--- src/rtl/multiword_add_seq.sv ---
// Multi-precision add sequencer: one 16-bit prefix adder, one slice per cycle.
// Optional subtract mode via MULTIWORD_ADD_SEQ_SUB_EN (adds the sub port).
module prefix_adder_16 (
  input  logic [15:0] a,
  input  logic [15:0] b,
  input  logic        cin,
  output logic [15:0] s,
  output logic        cout
);
  logic [15:0] gl [5];
  logic [15:0] pl [5];
  logic [16:0] c;

  // Kogge-Stone group generate/propagate over spans 1,2,4,8
  always_comb begin
    gl[0] = a & b;
    pl[0] = a ^ b;
    for (int l = 0; l < 4; l++) begin
      for (int i = 0; i < 16; i++) begin
        if (i >= (1 << l)) begin
          gl[l+1][i] = gl[l][i] | (pl[l][i] & gl[l][i-(1<<l)]);
          pl[l+1][i] = pl[l][i] & pl[l][i-(1<<l)];
        end else begin
          gl[l+1][i] = gl[l][i];
          pl[l+1][i] = pl[l][i];
        end
      end
    end
    c[0] = cin;
    for (int i = 0; i < 16; i++)
      c[i+1] = gl[4][i] | (pl[4][i] & cin);
  end

  assign s    = pl[0] ^ c[15:0];
  assign cout = c[16];
endmodule

module multiword_add_seq #(
  parameter int WORDS = 4
) (
  input  logic               clk,
  input  logic               reset_n,
  input  logic               start,
  input  logic [WORDS*16-1:0] a,
  input  logic [WORDS*16-1:0] b,
  input  logic               cin,
`ifdef MULTIWORD_ADD_SEQ_SUB_EN
  input  logic               sub,
`endif
  output logic               busy,
  output logic               done,
  output logic [WORDS*16-1:0] s,
  output logic               cout,
  output logic               ovf
);
  localparam int W  = WORDS * 16;
  localparam int IW = $clog2(WORDS);

  localparam logic [1:0] IDLE = 2'd0;
  localparam logic [1:0] RUN  = 2'd1;
  localparam logic [1:0] DN   = 2'd2;

  logic [1:0]    state;
  logic [IW-1:0] idx;
  logic [W-1:0]  opa;
  logic [W-1:0]  opb;
  logic [W-1:0]  work;
  logic          carry;

  logic [15:0]   sa;
  logic [15:0]   sb;
  logic [15:0]   ss;
  logic          sc;
  logic          accept;
  logic          last;
  logic [W-1:0]  bsel;
  logic          csel;
  logic          cmsb;

`ifdef MULTIWORD_ADD_SEQ_SUB_EN
  assign bsel = sub ? ~b : b;
  assign csel = sub ? 1'b1 : cin;
`else
  assign bsel = b;
  assign csel = cin;
`endif

  assign accept = start && (state == IDLE || state == DN);
  assign last   = (idx == IW'(WORDS - 1));
  assign sa     = opa[{idx, 4'b0000} +: 16];
  assign sb     = opb[{idx, 4'b0000} +: 16];
  assign busy   = (state == RUN);
  // carry into the MSB recovered from the stored operands and sum bit
  assign cmsb   = opa[W-1] ^ opb[W-1] ^ work[W-1];

  prefix_adder_16 u_add (
    .a    (sa),
    .b    (sb),
    .cin  (carry),
    .s    (ss),
    .cout (sc)
  );

  always_ff @(posedge clk or negedge reset_n) begin
    if (!reset_n) begin
      state <= IDLE;
      idx   <= '0;
      opa   <= '0;
      opb   <= '0;
      work  <= '0;
      carry <= 1'b0;
      done  <= 1'b0;
      s     <= '0;
      cout  <= 1'b0;
      ovf   <= 1'b0;
    end else begin
      done <= 1'b0;
      unique case (state)
        RUN: begin
          work[{idx, 4'b0000} +: 16] <= ss;
          carry <= sc;
          if (last) begin
            state <= DN;
          end else begin
            idx <= idx + 1'b1;
          end
        end
        DN: begin
          s     <= work;
          cout  <= carry;
          ovf   <= cmsb ^ carry;
          done  <= 1'b1;
          state <= IDLE;
        end
        default: state <= IDLE;
      endcase
      if (accept) begin
        opa   <= a;
        opb   <= bsel;
        carry <= csel;
        idx   <= '0;
        state <= RUN;
      end
    end
  end
endmodule
--- config.mk ---
export PLATFORM = sky130hd
export DESIGN_NAME = multiword_add_seq
export DESIGN_NICKNAME = d
export VERILOG_FILES = /design/src/rtl/multiword_add_seq.sv
export SDC_FILE = /design/constraint.sdc
export NUM_CORES = 1
export LEC_CHECK = 0
export BUFFER_PORTS_ARGS = -buffer_cell sky130_fd_sc_hd__buf_2
export CAP_MARGIN = 20
export CORE_MARGIN = 8
export CORE_UTILIZATION = 43
export CTS_CLUSTER_DIAMETER = 80
export DETAILED_ROUTE_END_ITERATION = 7
export HOLD_SLACK_MARGIN = 0.05
export REMOVE_ABC_BUFFERS = 1
export SLEW_MARGIN = 20
export SYNTH_ARGS = -nofsm -noshare
export SYNTH_HDL_FRONTEND = slang
export SYNTH_SLANG_ARGS = --single-unit
--- constraint.sdc ---
create_clock -name clk -period 5.15 [get_ports clk]
set_clock_uncertainty 0.05 [all_clocks]
set_input_delay 0.7725 -clock clk [delete_from_list [all_inputs] [get_ports clk]]
set_output_delay 0.7725 -clock clk [all_outputs]
set_load 0.03 [all_outputs]
### After elaboration in Yosys (flattened, before gate mapping)

Cells that the tools add are included.

| operators by class | value |
|---|---|
| add/sub/neg operators | 2 |
| eq/ne operators | 5 |
| shift operators | 4 |
| multiplexer cells | 10 |
| bitwise operators | 185 |
| reductions and logical operators | 5 |

Operators with widths:

| operator | number |
|---|---|
| variable part select 64 x 7 -> 16 bit | 2 |
| AND 1 bit | 114 |
| bitwise OR 1 bit | 65 |
| bitwise mux 64 bit | 1 |
| variable shift 16 x 8 -> 64 bit, first input constant | 1 |
| variable part select 16 x 8 -> 64 bit | 1 |
| XOR 16 bit | 2 |
| AND 16 bit | 1 |
| two-way mux 2 bit | 6 |
| negation 6 -> 8 bit | 1 |
| equality test 2 bit, second input constant | 2 |
| two-way mux 1 bit | 3 |
| inequality test 3 x 1 -> 1 bit, second input constant | 1 |
| XOR 1 bit | 3 |
| adder 2 x 1 -> 2 bit, second input constant | 1 |
| equality test 2 x 1 -> 1 bit, second input constant | 1 |
| logical NOT 2 bit | 1 |
| inequality test 2 bit, second input constant | 1 |
| AND reduction 2 bit | 1 |
| nonzero test 2 bit | 1 |
| logical AND 1 bit | 1 |
| logical OR 1 bit | 1 |

| storage, ports and cells | value |
|---|---|
| register bits after elaboration | 264 |
| bits of input ports | 132 |
| output and inout bits | 68 |
| word-level logic and storage cells | 221 |

### Depth between registers and ports, before layout

Gate-level depths: netlist (run 1).

| depth | value |
|---|---|
| depth after elaboration | 13 |
| gate-level depth with buffers | 10 |

### Cells and area by module

From an unflattened synthesis (run 1), not the netlist that was laid out.

| unflattened totals | value |
|---|---|
| cells, all modules | 942 |
| area, all modules | 11587.4 sq um |

Modules (own cells, without submodules):

| module | instances | cells an instance | area an instance (sq um) | seq. area each (sq um) |
|---|---|---|---|---|
| multiword_add_seq | 1 | 836 | 10807.9 | 6606.3 |
| prefix_adder_16 | 1 | 106 | 779.5 | 0.0 |

### Worst setup path after synthesis (run 1)

Ideal clock, no wire load.

| timing | value |
|---|---|
| path kind | flip-flop to flip-flop |
| start point | reg idx[0] |
| end point | reg work[14] |
| setup time | 0.121 ns |
| arrival | 3.183 ns |
| setup slack | 1.796 ns |
| stages on the path, launching flop included | 11 |
| path buffers | 2 |
| clock period less this slack | 3.354 ns |
| cell sequence | dfrtp_1 -> buf_2 -> buf_2 -> mux4_2 -> ha_1 -> a211o_1 -> a31o_1 -> o21a_1 -> o41ai_4 -> xnor2_1 -> a22o_1 |

| on the way | value |
|---|---|
| longest elaborated chain between the ends | 13 |
| elaborated cells on any way between the ends | 174 |
| those cells by class | add/sub: 1; shift: 4; mux: 1; bitwise: 168 |

Ends and longest elaborated chain:

| what | RTL line | text |
|---|---|---|
| start: declaration | 64 | `logic [IW-1:0] idx;` |
| start signal: assignment | 125 | `idx <= idx + 1'b1;` |
| variable part select 64 x 7 -> 16 bit, on equally long branches | 90, 91 |  |
| XOR 16 bit or AND 16 bit (tied branches) | 17, 16 |  |
| AND 1 bit, on equally long branches | 21, 22 |  |
| bitwise OR 1 bit or AND 1 bit (tied branches) | 21 | `gl[l+1][i] = gl[l][i] \| (pl[l][i] & gl[l][i-(1<<l)]);` |
| AND 1 bit or bitwise OR 1 bit (tied branches) | 21 |  |
| bitwise OR 1 bit or AND 1 bit (tied branches) | 21 |  |
| AND 1 bit or bitwise OR 1 bit (tied branches) | 21 |  |
| bitwise OR 1 bit or AND 1 bit (tied branches) | 21 |  |
| bitwise OR 1 bit | 21 |  |
| bitwise OR 1 bit | 31 | `c[i+1] = gl[4][i] \| (pl[4][i] & cin);` |
| XOR 16 bit | 34 | `assign s = pl[0] ^ c[15:0];` |
| variable part select 16 x 8 -> 64 bit | 120 | `work[{idx, 4'b0000} +: 16] <= ss;` |
| bitwise mux 64 bit (*) | 120 |  |
| end signal: indexed assignment | 120 |  |
| end: declaration | 67 | `logic [W-1:0] work;` |

Mark *: on every way between the ends. The rest lies on a longest branch, timed or not.
A chain may end at the register's enable or synchronous reset.

### Worst setup path in the final report (run 1)

| timing | value |
|---|---|
| start point | reg idx[0] |
| end point | reg work[15] |

Same word-level chain as after synthesis.

==> impl_metrics.toml, run 1 <==
[floorplan]
num_rows = 59
die_area_mm2 = 0.0317
ios = 200
floorplan.initialDensity = 0.436
die_y_um = 178
die_w_um = 178
core_region_area_mm2 = 0.0259

[yosys]
synth_top_cells_by_count = "dfrtp_1, nand2_1, mux2_2, a22o_1, clkbuf_1"
ys_seq_area_frac = 0.585
ys_async_sr_fraction = 1.00
synth_edf_count = 0
synth_cell_types = 48
synthFlopType = "dfrtp_1"
avgSynthCellArea_um2 = 12.7
synth.most_common_cell = "dfrtp_1"
synth_top_area_frac = 0.585
synthCells = 887
synth_top_cell_by_area = "dfrtp_1"
yosys_warnings = 0
netlist_top_cells_area = "dfrtp_1, mux2_2, nand2_1, mux4_2, a22o_1"
synth_area_mm2 = 0.0113
synth_seq_cells = 264

[place]
io_buffers = 199
dpl.hpwl_mm = 19.9
dpl_cell_area_mm2 = 0.0127
place_inst = 1389
gp_congestion = 0.788

[critical_path]
cp.required_ps = 5500
startpoint = "idx[0]$_DFFE_PN0P_"
path_buf_inv = 1
r2r_setup_slack_ps = 1300
r2r-start = "idx[0]$_DFFE_PN0P_"
crit_path_top_delay_cell = "dfrtp_2"
worst-r2r-cell-count = 9
end_kind = "flop"
cp_max_fo = 16
crit_end = "work[15]$_DFFE_PN0P_"
worstPathCellList = "buf_4 > mux4_2 > ha_1 > and3_1 > a22oi_1 > o211ai_1 > a21boi_1 > mux2i_1 > o21ai_0"
path_delay_family = "compound AO/OA/AOI/OAI gates"
reg2reg_to = "work[15]$_DFFE_PN0P_"
slowest_delay_ps = 730
arrival_ps = 4200
start_kind = "flop"
cp.depth = 9
critPathKind = "flop to flop"

[timing]
setup-violations-final = 0
max_slew.worst_pin.slew_ps = 941
rsz0062_at_grt = "false"
period_share = 0.748
slew_headroom = 0.372
max_freq_mhz = 260
hold_violations = 0
period_needed_ps = 3850
maxSlewViolCount = 0

[routing]
wl_per_cell_um = 19.7
drc = 0
ant_nets = 0
wirelength_mm = 28.3
num_vias = 7583
via_per_inst = 5.28
drtPass1Iterations = 5
drtIter0Drc = 503

[finish]
fin_util = 0.523
nFillCells = 2302
nets = 1239
drive_gt1_frac = 0.386
diodes = 0
area_growth_pct = 20.1
instances_no_fill = 1437
finalInstanceArea_mm2 = 0.0136

[clock_tree]
h-tree-depth = 1
post_cts_buffers = 0
clk_pin_slew_ps = 60
cts-buffers-inserted = 28
holdBufCountCts = 0
cts_repair_resize_count = 0
clkSinkCount = 264
clk_path_buf_depth = 3
tritoncts = "yes"
clockRootBuffer = "clkbuf_16"
worstSkewPairLatency_ps = 530

[power]
powerDensity_mw_per_mm2 = 798
max-vdd-ir-drop_mv = 0.363
p_leak_nw = 6.67

[global_route]
grt_use_total = 0.181
gr-total-overflow = 0
antenna_found_initial = 2
grt_max_degree = 105
grt_pass1_vias = 8129
grt_pass1_wl_mm = 45.8

[worst_hold_path]
hold_path.class = "input port to asynchronous set/reset pin"

[status]
outcome = "finished clean"

[run]
cap_violations = 0
-- kinds of logic after synthesis --
kind of cell    Yosys count  synth area share
fa+ha+maj                23            0.0262
xor+xnor                 14            0.0109
flops                   264             0.585
simple gates            255            0.0901
compound gates          114            0.0764
buf+inv                  56            0.0191
mux                     161             0.192
-- worst register-to-register path, delay by kind of cell (launching register included) --
kind	cells	cell delay [ps]
compound gates	4	1020
fa+ha+maj	1	390
buf+inv	1	360
flops	1	730
mux	2	930
simple gates	1	240
-- routing by layer --
metal / track usage / vias up / share of wire / routed length, µm
li1: - / 3521 / - / -
met1: 0.265 / 3818 / 0.48 / 13600
met2: 0.277 / 203 / 0.45 / 12700
met3: 0.0356 / 37 / 0.056 / 1580
met4: 0.0309 / 4 / 0.015 / 411
met5: 0 / - / 0.00081 / 23
-- report_power, final --
part	leakage (nW)	internal [mW]	switching, mW
clock network	0.431	1.15	0.785
registers	3.37	2.99	0.606
logic	2.87	2.20	3.09
total	6.67	6.34	4.49
-- per-stage QoR --
stage          setup WS [ps]  power [mW]  TNS [ps]  hold WS (ps)
5_1_grt                 1060        11.6         0           284
6_report                1300        10.8         0           218
3_5_place_dp            1320        8.92         0           407
3_3_place_gp            1430        8.81         0           397
2_1_floorplan          -2250        7.34   -293840           389
4_1_cts                 1280        10.9         0           273
-- cells in the final DEF, fill, tap and decap left out, types with 10 or more instances in the layout --
cell type,n
mux2_2,128
clkbuf_1,10
nand2_1,218
buf_2,198
o21ai_0,22
buf_4,14
ha_1,22
xnor2_1,11
a21oi_1,12
dfrtp_1,262
nor2_1,11
mux4_2,32
a22o_1,49
clkbuf_16,29
-- sequential cells by signal, summed over array words and instances (netlist names) --
name   count
cout       1
work      64
s         64
opb       64
idx        2
opa       64
ovf        1
carry      1
done       1
state      2
-- layout make-up --
type                            instances  area, µm²  area share
Inverter                                9       35.0     0.00258
Tap cell                              335        419      0.0309
Clock inverter                          4       48.8     0.00360
Timing Repair Buffer                  214       1130      0.0834
Multi-Input combinational cell        567       4490       0.331
Sequential cell                       264       6610       0.487
Clock buffer                           44        832      0.0614
-- worst min path at each step --
stage	to	start	slack, ps
2_1_floorplan	s[12]$_DFFE_PN0P_	work[12]$_DFFE_PN0P_	390
3_3_place_gp	s[49]$_DFFE_PN0P_	work[49]$_DFFE_PN0P_	400
3_5_place_dp	s[51]$_DFFE_PN0P_	s[51]$_DFFE_PN0P_	410
4_1_cts	done$_DFF_PN0_	reset_n	270
5_1_grt	s[35]$_DFFE_PN0P_	reset_n	280
6_report	done$_DFF_PN0_	reset_n	220
Note: power is estimated with default switching activity, not from simulation.
==> run 2: changes to the inputs <==
--- a/config.mk
+++ b/config.mk
@@ -12,6 +12,7 @@
 export CTS_CLUSTER_DIAMETER = 80
 export DETAILED_ROUTE_END_ITERATION = 7
 export HOLD_SLACK_MARGIN = 0.05
+export PLACE_DENSITY = 0.66
 export REMOVE_ABC_BUFFERS = 1
 export SLEW_MARGIN = 20
 export SYNTH_ARGS = -nofsm -noshare
==> constraint.sdc (replaced) <==
create_clock -name clk -period 3.54 [get_ports clk]
set_clock_uncertainty 0.05 [all_clocks]
set_input_delay 0.531 -clock clk [delete_from_list [all_inputs] [get_ports clk]]
set_output_delay 0.531 -clock clk [all_outputs]
set_load 0.03 [all_outputs]
==> run 2 against run 1 <==
First-iteration DRC count decreased by 0.20%. Highest routed layer unchanged. Setup slack got worse by 1100 ps. Power increased by 50%. Cell count is 1.0% higher. Maximum frequency rose by 15%. Clock power up 51%. Largest cell class unchanged. Clock-buffer cell count is 1 lower. Routed wire length shrank 2.0%.
==> impl_metrics.toml, run 2 (synthesized netlist as in run 1, its figures left out) <==
[floorplan]
floorplan.initialDensity = 0.436
die_w_um = 178
ios = 200
die_y_um = 178
core_region_area_mm2 = 0.0259
die_area_mm2 = 0.0317
num_rows = 59

[power]
intPower_mw = 9.62
powerDensity_mw_per_mm2 = 1180
p_switching_mw = 6.58
clkPwrFrac = 0.180
max-vdd-ir-drop_mv = 0.618
pwr-share-comb = 0.502
seq_power_share = 0.318
p_leak_nw = 6.77
p_sw_frac = 0.406

[clock_tree]
cts-buffers-inserted = 28
clkSinkCount = 264
clk_pin_slew_ps = 60
clk_path_buf_depth = 3
h-tree-depth = 1
clockRootBuffer = "clkbuf_16"
worstSkewPairLatency_ps = 530
tritoncts = "yes"

[global_route]
gr-total-overflow = 0
grt_pass1_wl_mm = 44.8
antenna_found_initial = 3
grt_max_degree = 134
grt_use_total = 0.176
grt_pass1_vias = 8177

[place]
io_buffers = 199
dpl.hpwl_mm = 19.7
gp_congestion = 0.803

[finish]
layout_commonest_cell = "dfrtp_1"
drive_gt1_frac = 0.399
area_growth_pct = 22.0
nets = 1250
final_cell_mix = "dfrtp_1, nand2_1, buf_2"
fin_util = 0.532

[critical_path]
end_kind = "flop"
crit_end = "work[14]$_DFFE_PN0P_"
start_kind = "flop"
crit_path_top_delay_cell = "dfrtp_4"
arrival_ps = 3710
slowest_delay_ps = 550
startpoint = "idx[0]$_DFFE_PN0P_"
r2r_setup_slack_ps = 190
path_buf_inv = 1
worst-r2r-cell-count = 9
path_delay_family = "compound AO/OA/AOI/OAI gates"
cp.depth = 9
cp.required_ps = 3900
critPathKind = "flop to flop"
r2r-start = "idx[0]$_DFFE_PN0P_"
reg2reg_to = "work[14]$_DFFE_PN0P_"
worstPathCellList = "buf_12 > mux4_2 > ha_1 > a21o_1 > a31o_1 > o21a_1 > o41ai_4 > xnor2_1 > a22o_1"
cp_max_fo = 23

[timing]
setup-violations-final = 0
worst_hold_slack_ps = 179
maxSlewViolCount = 0
rsz0062_at_grt = "false"
slew_headroom = 0.390
period_needed_ps = 3350
hold_violations = 0
period_share = 0.947
max_freq_mhz = 298
max_slew.worst_pin.slew_ps = 909

[routing]
drtIter0Drc = 502
via_per_inst = 5.25
ant_nets = 0
wl_per_cell_um = 19.1
drtPass1Iterations = 4
num_vias = 7620
wirelength_mm = 27.7
drc = 0

[worst_hold_path]
hold_path.class = "input port to flop"

[status]
outcome = "finished clean"

[run]
cap_violations = 0
run 2: worst min path at each step:
stage                          from                   to  slack [ps]  cells past startpoint
2_1_floorplan               reset_n    carry$_DFFE_PN0P_         190                      0
3_3_place_gp   work[12]$_DFFE_PN0P_    s[12]$_DFFE_PN0P_         400                      2
3_5_place_dp   work[14]$_DFFE_PN0P_    s[14]$_DFFE_PN0P_         410                      2
4_1_cts                       a[41]  opa[41]$_DFFE_PN0P_         150                      2
5_1_grt                       a[41]  opa[41]$_DFFE_PN0P_         160                      2
6_report                      a[33]  opa[33]$_DFFE_PN0P_         180                      2
run 2: area by class of cell:
cell class / count / area (µm²)
Fill cell: 2253 / 12100
Inverter: 9 / 33.8
Tap cell: 335 / 419
Multi-Input combinational cell: 567 / 4510
Timing Repair Buffer: 225 / 1270
Clock inverter: 8 / 92.6
Sequential cell: 264 / 6610
Antenna cell: 1 / 2.50
Clock buffer: 43 / 838
run 2: stage by stage:
| step | setup slack, ps | cell area (µm²) | TNS [ps] | instances | power (mW) |
|---|---|---|---|---|---|
| 2_1_floorplan | -3620 | 11100 | -492640 | 840 | 10.7 |
| 3_3_place_gp | 156 | 12800 | 0 | 1399 | 13.0 |
| 3_5_place_dp | 90.3 | 12800 | 0 | 1399 | 13.3 |
| 4_1_cts | 52.2 | 13700 | 0 | 1451 | 16.2 |
| 5_1_grt | 15.8 | 13800 | 0 | 1452 | 17.3 |
| 6_report | 187 | 13800 | 0 | 1452 | 16.2 |
run 2: power by group through the flow:
stage	registers (mW)	logic, mW	clock network (mW)
after floorplan	5.60	5.08	0
after global placement	5.17	7.88	0
after detailed placement	5.19	8.07	0
after CTS	5.15	8.11	2.98
after global routing	5.33	8.89	3.10
final	5.15	8.13	2.92
run 2: repair_timing:
item                       CTS  global route
setup endpoints to repair    0            19
setup buffers                0             0
hold endpoints to repair    75             0
gates resized for setup      0             6
hold buffers                 1             0
run 2: metal layers:
metal,GRT usage,share of wire
met4,0.0288,0.015
met2,0.276,0.46
met3,0.0417,0.076
met1,0.250,0.45
met5,0,0.00079
==> run 3: changes to the inputs <==
--- a/config.mk
+++ b/config.mk
@@ -17,4 +17,5 @@
 export SLEW_MARGIN = 20
 export SYNTH_ARGS = -nofsm -noshare
 export SYNTH_HDL_FRONTEND = slang
+export SYNTH_HIERARCHICAL = 1
 export SYNTH_SLANG_ARGS = --single-unit
==> run 3 against run 2 <==
Setup slack improved by 170 ps. Power shrank 1.4%. Die area is 2.4% higher. Critical path depth increased by 1. Sequential cell count did not move.
==> impl_metrics.toml, run 3 <==
[global_route]
grt_pass1_wl_mm = 44.7
gr-total-overflow = 0
grt_pass1_vias = 8304
grt_max_degree = 105
antenna_found_initial = 0
grt_use_total = 0.167

[critical_path]
startpoint = "idx[0]$_DFFE_PN0P_"
slowest_delay_ps = 540
path_delay_family = "compound AO/OA/AOI/OAI gates"
worst-r2r-cell-count = 10
r2r_setup_slack_ps = 360
r2r-start = "idx[0]$_DFFE_PN0P_"
start_kind = "flop"
end_kind = "flop"
critPathKind = "flop to flop"
path_buf_inv = 1
reg2reg_to = "work[26]$_DFFE_PN0P_"
cp_common_cell = "o21ai_0"
worstPathCellList = "buf_12 > mux4_2 > ha_1 > o21ai_0 > a21oi_1 > a21bo_2 > a31oi_4 > xnor2_1 > nand2_1 > o21ai_0"
arrival_ps = 3580
cp.required_ps = 3940
crit_path_top_delay_cell = "mux4_2"
cp_max_fo = 32

[timing]
period_needed_ps = 3180
max_freq_mhz = 315
setup-violations-final = 0
setup_slack_ps = 361
maxSlewViolCount = 0
slew_headroom = 0.414
worst_hold_slack_ps = 154
rsz0062_at_grt = "false"
hold_violations = 0
max_slew.worst_pin.slew_ps = 878
period_share = 0.898

[yosys]
synth_edf_count = 0
netlist_top_cells_area = "dfrtp_1, nand2_1, mux2_1, mux4_2, mux2_2"
ys_async_sr_fraction = 1.00
synth_top_cells_by_count = "nand2_1, dfrtp_1, mux2_1, mux2_2"
synth.most_common_cell = "nand2_1"
ys_seq_area_frac = 0.570
synth_area_mm2 = 0.0116
synth_top_area_frac = 0.570
yosys_warnings = 6
synth_seq_cells = 264
synthCells = 942
avgSynthCellArea_um2 = 12.3
synth_cell_types = 48
synthFlopType = "dfrtp_1"
synth_top_cell_by_area = "dfrtp_1"

[routing]
wirelength_mm = 27.0
via_per_inst = 5.12
num_vias = 7681
drc = 0
wl_per_cell_um = 18.0
drtPass1Iterations = 4
ant_nets = 0
drtIter0Drc = 526

[power]
pwr-share-comb = 0.487
p_sw_frac = 0.412
power_mw = 16.0
powerDensity_mw_per_mm2 = 1150
p_switching_mw = 6.58
max-vdd-ir-drop_mv = 0.673
clkPwrFrac = 0.197
p_leak_nw = 6.81
seq_power_share = 0.316
intPower_mw = 9.39

[clock_tree]
tritoncts = "yes"
clk_pin_slew_ps = 60
worstSkewPairLatency_ps = 540
h-tree-depth = 1
cts_repair_resize_count = 0
post_cts_buffers = 0
clockRootBuffer = "clkbuf_16"
clk_path_buf_depth = 3
clkSinkCount = 264
cts-buffers-inserted = 28

[floorplan]
ios = 200
die_y_um = 180
core_region_area_mm2 = 0.0267
floorplan.initialDensity = 0.434
num_rows = 60
die_w_um = 180
die_area_mm2 = 0.0325

[finish]
final_cell_mix = "nand2_1, dfrtp_1, buf_2"
diodes = 0
area_growth_pct = 20.2
finalInstanceArea_mm2 = 0.0139
fin_util = 0.521
nets = 1291
layout_commonest_cell = "nand2_1"
drive_gt1_frac = 0.329

[run]
cap_violations = 0

[worst_hold_path]
holdPathStages = 2
min_to = "opa[43]$_DFFE_PN0P_"
hp-start = "a[43]"
hold_path.class = "input port to flop"

[place]
dpl.hpwl_mm = 19.2
pre_cts_slack_ps = 371
dpl_cell_area_mm2 = 0.0129
gp_congestion = 0.800
io_buffers = 199

[status]
outcome = "finished clean"
-- run 3: final cells by class --
cell class	instances	area, µm²
Clock buffer	42	895
Clock inverter	10	129
Fill cell	2354	12800
Inverter	10	38.8
Multi-Input combinational cell	614	4640
Sequential cell	264	6610
Tap cell	341	427
Timing Repair Buffer	219	1200
-- run 3: routing by layer --
layer / share of wire / up-vias / track usage / routed length, µm
li1: - / 3632 / - / -
met2: 0.45 / 206 / 0.264 / 12200
met3: 0.059 / 38 / 0.0395 / 1600
met4: 0.015 / 0 / 0.0314 / 410
met5: 0 / - / 0 / 0
met1: 0.47 / 3805 / 0.234 / 12800
-- run 3: per-stage QoR --
stage          std cells  TNS, ps
4_1_cts             1500        0
3_5_place_dp        1447        0
5_1_grt             1500        0
2_1_floorplan        888  -488570
6_report            1500        0
3_3_place_gp        1447        0
-- run 3: cell families (layout without fill, tap and decap cells) --
kind of cell,Yosys count,after routing,synth area share
multiplexers,161,161,0.187
flip-flops,264,264,0.570
adder cells (fa/ha/maj),22,22,0.0244
XOR/XNOR,19,19,0.0144
buffers and inverters,64,281,0.0307
AO/OA/AOI/OAI,111,111,0.0650
AND/OR/NAND/NOR,301,301,0.108
-- run 3: power groups by stage --
stage | combinational [mW] | clock (mW) | sequential (mW)
5_1_grt | 8.57 | 3.34 | 5.22
4_1_cts | 7.83 | 3.21 | 5.06
3_5_place_dp | 7.79 | 0 | 5.11
3_3_place_gp | 7.69 | 0 | 5.07
6_report | 7.78 | 3.14 | 5.05
2_1_floorplan | 5.12 | 0 | 5.49
-- run 3: worst max-delay path by stage --
stage | endpoint | cells past startpoint | slack [ps]
finish | work[26]$_DFFE_PN0P_ | 10 | 360
global route | work[27]$_DFFE_PN0P_ | 10 | 80
CTS | work[31]$_DFFE_PN0P_ | 10 | 320
detailed placement | work[31]$_DFFE_PN0P_ | 10 | 370
global placement | work[26]$_DFFE_PN0P_ | 10 | 400
floorplan | opa[63]$_DFFE_PN0P_ | 2 | -3740
-- run 3: repair_timing --
action / CTS / global route
hold endpoints to repair: 46 / 0
endpoints found under the setup margin: 0 / 0
hold buffers: 1 / 0
